==> config.mk <==
export PLATFORM = sky130hd
export DESIGN_NAME = board_io_ctrl
export DESIGN_NICKNAME = d
export VERILOG_FILES = /design/src/rtl/board_io_pkg.sv /design/src/rtl/btn_debounce.sv /design/src/rtl/board_io_ctrl.sv
export SDC_FILE = /design/constraint.sdc
export NUM_CORES = 1
export LEC_CHECK = 0
export CORE_UTILIZATION = 35
export CTS_BUF_LIST = sky130_fd_sc_hd__clkbuf_8 sky130_fd_sc_hd__clkbuf_16
export DETAILED_ROUTE_END_ITERATION = 8
export PLACE_DENSITY = 0.68
export SETUP_SLACK_MARGIN = 0.5
export SYNTH_ARGS = -nofsm -noshare
export SYNTH_HDL_FRONTEND = slang
export SYNTH_SLANG_ARGS = --single-unit
export TNS_END_PERCENT = 100
==> constraint.sdc <==
create_clock -name CLK100MHZ -period 2.3 [get_ports CLK100MHZ]
set_input_delay 0.345 -clock CLK100MHZ [delete_from_list [all_inputs] [get_ports CLK100MHZ]]
set_output_delay 0.345 -clock CLK100MHZ [all_outputs]
set_load 0.02 [all_outputs]
==> src/rtl/board_io_pkg.sv <==
`default_nettype none
// ============================================================================
//  Module      : board_io_pkg
//  Description : Shared constants for board_io_ctrl: data width and the
//                register offsets of the MMIO window.
//  Revision    : 1.0 - initial release
// ============================================================================
package board_io_pkg;

    localparam int C_DATA_W = 32;

    typedef logic [C_DATA_W-1:0] word_t;

    typedef enum logic [1:0] {
        REG_BTN_LEVEL   = 2'd0,
        REG_BTN_PRESSED = 2'd1,
        REG_LED         = 2'd2,
        REG_CYCLES      = 2'd3
    } reg_off_e;

endpackage : board_io_pkg
`default_nettype wire

==> src/rtl/btn_debounce.sv <==
`default_nettype none
// ============================================================================
//  Module      : btn_debounce
//  Description : One button channel: 2-flop synchroniser, stability counter,
//                debounced level and a single-cycle rise indication.
//  Revision    : 1.0 - initial release
// ============================================================================
module btn_debounce #(
    parameter int DEBOUNCE_CYCLES = 500000
) (
    input  logic clk,
    input  logic rst_n,
    input  logic i_btn,
    output logic o_level,
    output logic o_rise
);

    localparam int CNT_W = (DEBOUNCE_CYCLES > 1) ? $clog2(DEBOUNCE_CYCLES) : 1;
    localparam logic [CNT_W-1:0] C_CNT_MAX = CNT_W'(DEBOUNCE_CYCLES - 1);

    logic [1:0]       r_sync;
    logic [CNT_W-1:0] r_cnt;
    logic             r_stable;
    logic             w_differ;
    logic             w_expire;

    assign w_differ = r_sync[1] ^ r_stable;
    assign w_expire = w_differ && (r_cnt == C_CNT_MAX);

    always_ff @(posedge clk or negedge rst_n) begin
        if (!rst_n) begin
            r_sync   <= '0;
            r_cnt    <= '0;
            r_stable <= 1'b0;
        end else begin
            r_sync <= {r_sync[0], i_btn};
            // Any sample agreeing with the current level restarts the count.
            if (!w_differ || w_expire) begin
                r_cnt <= '0;
            end else begin
                r_cnt <= r_cnt + 1'b1;
            end
            if (w_expire) begin
                r_stable <= r_sync[1];
            end
        end
    end

    assign o_level = r_stable;
    assign o_rise  = w_expire & r_sync[1];

endmodule : btn_debounce
`default_nettype wire

==> src/rtl/board_io_ctrl.sv <==
`default_nettype none
// ============================================================================
//  Module      : board_io_ctrl
//  Description : Reset synchroniser, processor clock enable, debounced buttons
//                and a small MMIO register window (BTN_LEVEL, BTN_PRESSED,
//                LED, CYCLES). CYCLES exists only with BOARD_IO_CYCLE_CNT_EN.
//  Revision    : 1.0 - initial release
// ============================================================================
module board_io_ctrl
    import board_io_pkg::*;
#(
    parameter int DIV_LOG2        = 1,
    parameter int N_BTN           = 4,
    parameter int DEBOUNCE_CYCLES = 500000,
    parameter int LED_W           = 16
) (
    input  logic                CLK100MHZ,
    input  logic                CPU_RESETN,
    input  logic [N_BTN-1:0]    btn_raw,
    output logic                sys_rst_n,
    output logic                cpu_ce,
    input  logic                mmio_sel,
    input  logic                mmio_we,
    input  logic [1:0]          mmio_addr,
    input  logic [C_DATA_W-1:0] mmio_wdata,
    output logic [C_DATA_W-1:0] mmio_rdata,
    output logic [LED_W-1:0]    LED
);

    logic [1:0]       r_rst_sync;
    logic             w_ce;
    logic [N_BTN-1:0] w_stable;
    logic [N_BTN-1:0] w_rise;
    logic [N_BTN-1:0] r_pressed;
    logic [N_BTN-1:0] w_clr;
    logic [LED_W-1:0] r_led;
    word_t            r_rdata;
    word_t            w_rd_mux;
    word_t            w_cycles;
    logic             w_accept;
    logic             w_wr;
    logic             w_rd;
    logic             w_unused;

    // Reset asserts asynchronously, releases on the 2nd edge after CPU_RESETN.
    always_ff @(posedge CLK100MHZ or negedge CPU_RESETN) begin
        if (!CPU_RESETN) begin
            r_rst_sync <= '0;
        end else begin
            r_rst_sync <= {r_rst_sync[0], 1'b1};
        end
    end

    assign sys_rst_n = r_rst_sync[1];

    generate
        if (DIV_LOG2 == 0) begin : g_ce_always
            assign w_ce = sys_rst_n;
        end else begin : g_ce_div
            logic [DIV_LOG2-1:0] r_div;

            always_ff @(posedge CLK100MHZ or negedge CPU_RESETN) begin
                if (!CPU_RESETN) begin
                    r_div <= '0;
                end else if (!sys_rst_n) begin
                    r_div <= '0;
                end else begin
                    r_div <= r_div + 1'b1;
                end
            end

            assign w_ce = sys_rst_n && (r_div == '1);
        end
    endgenerate

    assign cpu_ce = w_ce;

    generate
        for (genvar gi = 0; gi < N_BTN; gi++) begin : g_btn
            btn_debounce #(
                .DEBOUNCE_CYCLES (DEBOUNCE_CYCLES)
            ) u_btn_debounce (
                .clk     (CLK100MHZ),
                .rst_n   (CPU_RESETN),
                .i_btn   (btn_raw[gi]),
                .o_level (w_stable[gi]),
                .o_rise  (w_rise[gi])
            );
        end
    endgenerate

    assign w_accept = mmio_sel & w_ce;
    assign w_wr     = w_accept & mmio_we;
    assign w_rd     = w_accept & ~mmio_we;
    assign w_clr    = (w_wr && (mmio_addr == REG_BTN_PRESSED)) ?
                      mmio_wdata[N_BTN-1:0] : '0;

    // Upper write-data bits are only partially consumed depending on widths.
    assign w_unused = ^mmio_wdata;

    // A rise in the same cycle as a clear keeps its bit set.
    always_ff @(posedge CLK100MHZ or negedge CPU_RESETN) begin
        if (!CPU_RESETN) begin
            r_pressed <= '0;
        end else begin
            r_pressed <= (r_pressed & ~w_clr) | w_rise;
        end
    end

    always_ff @(posedge CLK100MHZ or negedge CPU_RESETN) begin
        if (!CPU_RESETN) begin
            r_led <= '0;
        end else if (w_wr && (mmio_addr == REG_LED)) begin
            r_led <= mmio_wdata[LED_W-1:0];
        end
    end

`ifdef BOARD_IO_CYCLE_CNT_EN
    word_t r_cycles;

    always_ff @(posedge CLK100MHZ or negedge CPU_RESETN) begin
        if (!CPU_RESETN) begin
            r_cycles <= '0;
        end else if (!sys_rst_n) begin
            r_cycles <= '0;
        end else begin
            r_cycles <= r_cycles + 32'd1;
        end
    end

    assign w_cycles = r_cycles;
`else
    assign w_cycles = '0;
`endif

    always_comb begin
        w_rd_mux = '0;
        case (mmio_addr)
            REG_BTN_LEVEL:   w_rd_mux[N_BTN-1:0] = w_stable;
            REG_BTN_PRESSED: w_rd_mux[N_BTN-1:0] = r_pressed;
            REG_LED:         w_rd_mux[LED_W-1:0] = r_led;
            default:         w_rd_mux            = w_cycles;
        endcase
    end

    always_ff @(posedge CLK100MHZ or negedge CPU_RESETN) begin
        if (!CPU_RESETN) begin
            r_rdata <= '0;
        end else if (w_rd) begin
            r_rdata <= w_rd_mux;
        end
    end

    assign mmio_rdata = r_rdata;
    assign LED        = r_led;

endmodule : board_io_ctrl
`default_nettype wire

==> results.json <==
{
  "antenna_cells": 0,
  "die_y_um": 132.8,
  "synth_seq_area_share": 0.5306,
  "grt_pass1_wl_um": 20670,
  "syn_avg_cell_area_um2": 10.33,
  "async_flop_share": 1.000,
  "crit_family": "simple AND/OR/NAND/NOR gates",
  "drtAntennaViolNets": 0,
  "dieArea_mm2": 0.01764,
  "path_buf_inv": 0,
  "wirelength_um": 12470,
  "h-tree-depth": 4,
  "r2r-start": "g_btn[1].u_btn_debounce.r_cnt[0]",
  "gp_congestion": 0.8201,
  "ys.flop_type": "dfrtp_1",
  "hold_viol_final": 0,
  "crit_path_end": "g_btn[1].u_btn_debounce.o_level",
  "syn2layout_area_growth_pct": 29.20,
  "first_iter_violations": 210,
  "cts_made_buffers": 17,
  "rrSetupSlack_ps": 440,
  "cts.sinks": 127,
  "final.setup.tns_ps": 0,
  "overflow": 0,
  "vias": 4391,
  "synth_edf_count": 0,
  "p_leak_nw": 3.250,
  "cts_buffer_depth": 2,
  "worst-path-stages": 5,
  "slowest_stage": "or4_4",
  "max_slew_margin": 0.6229,
  "setup_viol": 0,
  "finalCritPeriodShare": 0.8070,
  "dpl.hpwl_um": 8316,
  "worstPathMaxFanout": 3,
  "regArea_mm2": 0.003181,
  "crit_type": "flip-flop to flip-flop",
  "grt_pass1_vias": 4208,
  "die_width_um": 132.8,
  "antenna_found_initial": 0,
  "drtPass1Iterations": 4,
  "netlist_instances": 580,
  "clkLatencyLatePin_ps": 410,
  "yosys_warnings": 0,
  "cts_tree": "yes",
  "worst_slew_pin_slew_ps": 565.6,
  "fin_crit_ps": 1856,
  "detail_route.wl_per_cell_um": 13.74,
  "fmax_mhz": 538.8,
  "reg2reg_depth": 5,
  "pin_count": 92,
  "grt_setup_unrepaired": "yes",
  "cp_data_required_time_ps": 2590,
  "yosys.area.top_type": "dfrtp_1",
  "synth_top_cell_area_share": 0.5306,
  "crit_path_cell_trace": "ha_4, nand3_4, or4_4, or2_4, mux2_4",
  "initial_utilization": 0.3599,
  "vias_per_cell": 4.841,
  "skew_ps": 11.80,
  "hold_path.class": "flip-flop to flip-flop",
  "placementRows": 47,
  "arrival_ps": 2150,
  "post-route-drc-count": 0,
  "ys_types": 47,
  "drv_cap": 0,
  "synthTopCellsByArea": "dfrtp_1 (53%), xnor2_1 (4.4%), nor2_1 (4.1%)",
  "ys_seq_elements": 127,
  "cts.clk_slew.worst_paths_ps": 60,
  "grtUsageTotal": 0.1465,
  "drive_gt1_frac": 0.1689,
  "power_density_mw_per_mm2": 717.7,
  "cp-start-kind": "flip-flop",
  "syn_area_mm2": 0.005989,
  "utilization": 0.4650,
  "multi_input_area_mm2": 0.002741,
  "irDropWorstVdd_mv": 0.5226,
  "critPathLaunch": "g_btn[1].u_btn_debounce.r_cnt[0]",
  "drv_slew": 0,
  "critPathCaptureType": "flip-flop",
  "max_stage_delay_ps": 530,
  "cts_root_buf": "clkbuf_16",
  "outcome": "complete, no violations",
  "final_nets": 720,
  "core_area_mm2": 0.01664,
  "fill_cells": 1530,
  "worstReg2RegEnd": "g_btn[1].u_btn_debounce.o_level",
  "grt_max_degree": 61,
  "port_buffers": 59
}
[synthesized netlist by cell type (9+ instances only)]
master / count
xnor2_1: 30
xor2_1: 23
dfrtp_1: 127
nor4_1: 11
nor2_1: 65
buf_4: 18
buf_2: 9
and3_1: 10
nand4_1: 24
inv_1: 17
or3_1: 9
o21ai_0: 36
a21oi_1: 22
nand2_1: 51
nand3_1: 23
mux2_2: 18
nor3_1: 10
[cells in the final DEF (no fill, tap or decap), types with 5 or more instances in the layout]
cell type / netlist / routed
a21oi_1: 22 / 19
and2_1: 6 / 6
and3_1: 10 / 9
buf_4: 18 / 27
buf_6: 0 / 5
clkbuf_16: 0 / 17
clkbuf_8: 0 / 7
clkdlybuf4s50_1: 0 / 53
conb_1: 2 / 17
dfrtp_1: 127 / 125
inv_1: 17 / 20
mux2_2: 18 / 18
nand2_1: 51 / 51
nand3_1: 23 / 20
nand4_1: 24 / 24
nor2_1: 65 / 65
nor3_1: 10 / 9
nor4_1: 11 / 9
o21ai_0: 36 / 35
o31ai_1: 5 / 5
or3_1: 9 / 8
or4_4: 2 / 5
xnor2_1: 30 / 30
xor2_1: 23 / 23
[worst min-delay path by stage]
stage                                           start                                end  slack [ps]  cells past startpoint
finish                                  r_rst_sync[0]                      r_rst_sync[1]         350                      0
global route        g_btn[0].u_btn_debounce.r_sync[0]  g_btn[0].u_btn_debounce.r_sync[1]         350                      0
CTS                 g_btn[0].u_btn_debounce.r_sync[0]  g_btn[0].u_btn_debounce.r_sync[1]         350                      0
detailed placement  g_btn[0].u_btn_debounce.r_sync[0]  g_btn[0].u_btn_debounce.r_sync[1]         340                      0
global placement                        r_rst_sync[0]                      r_rst_sync[1]         330                      0
floorplan                                  CPU_RESETN                             LED[0]          50                      0
[stage by stage]
step / cells / worst slack [ps] / power, mW / area, µm² / hold slack [ps]
4_1_cts: 897 / 414.5 / 5.604 / 7532 / 347.5
3_3_place_gp: 860 / 319.3 / 2.994 / 6887 / 333.7
2_1_floorplan: 595 / 469.8 / 2.717 / 6061 / 49.41
5_1_grt: 907 / 390.9 / 5.765 / 7739 / 354.6
3_5_place_dp: 860 / 276.8 / 3.003 / 6887 / 336.3
6_report: 907 / 443.9 / 5.554 / 7739 / 349.1
[report_power, final]
part	leakage (nW)	internal (mW)	switching, mW
Clock	0.306	1.67	0.908
Sequential	1.70	2.34	0.0831
Combinational	1.24	0.260	0.292
Total	3.25	4.27	1.28
[logic make-up after synthesis]
logic type      count (synthesis)  share of synthesized area
compound gates                 69                    0.06957
xor+xnor                       53                    0.07750
fa+ha+maj                       4                   0.008356
buf+inv                        50                    0.04449
flops                         127                     0.5306
mux                            23                    0.04303
other cells                     2                   0.001254
simple gates                  252                     0.2252
[state kept, by name (all words and copies together), names as in the netlist]
name	cells
LED	16
g_btn.u_btn_debounce.r_sync	8
r_rst_sync	2
mmio_rdata	16
g_btn.u_btn_debounce.o_level	4
g_btn.u_btn_debounce.r_cnt	76
r_pressed	4
g_ce_div.r_div	1
[final cells by class]
type,instances,share of cell area
clock buffers,24,0.06742
clock inverters,8,0.007922
inverters,17,0.008246
multi-input cells,418,0.3542
flip-flops and latches,127,0.4110
well taps,220,0.03557
repair buffers,93,0.1156
[metal layers]
layer | global-route usage | vias to the layer above | share of wire
met5 | 0 | - | 0
met4 | 0.03895 | 0 | 0.0047
met3 | 0.04751 | 6 | 0.034
met2 | 0.2237 | 56 | 0.47
met1 | 0.1993 | 2150 | 0.49
li1 | - | 2179 | -
[worst reg2reg max path: stages, from the launching register on]
cell and delay, ps:
dfrtp_1 390, ha_4 170, nand3_4 80, or4_4 530
or2_4 260, mux2_4 300
[timing repair]
action / CTS / global route
hold buffers: 1 / 0
setup buffers: 4 / 10
pin swaps: 2 / 12
gates resized for setup: 5 / 31
endpoints found under the hold margin: 58 / 0
endpoints found under the setup margin: 10 / 56
(Power assumes the default switching activity.)
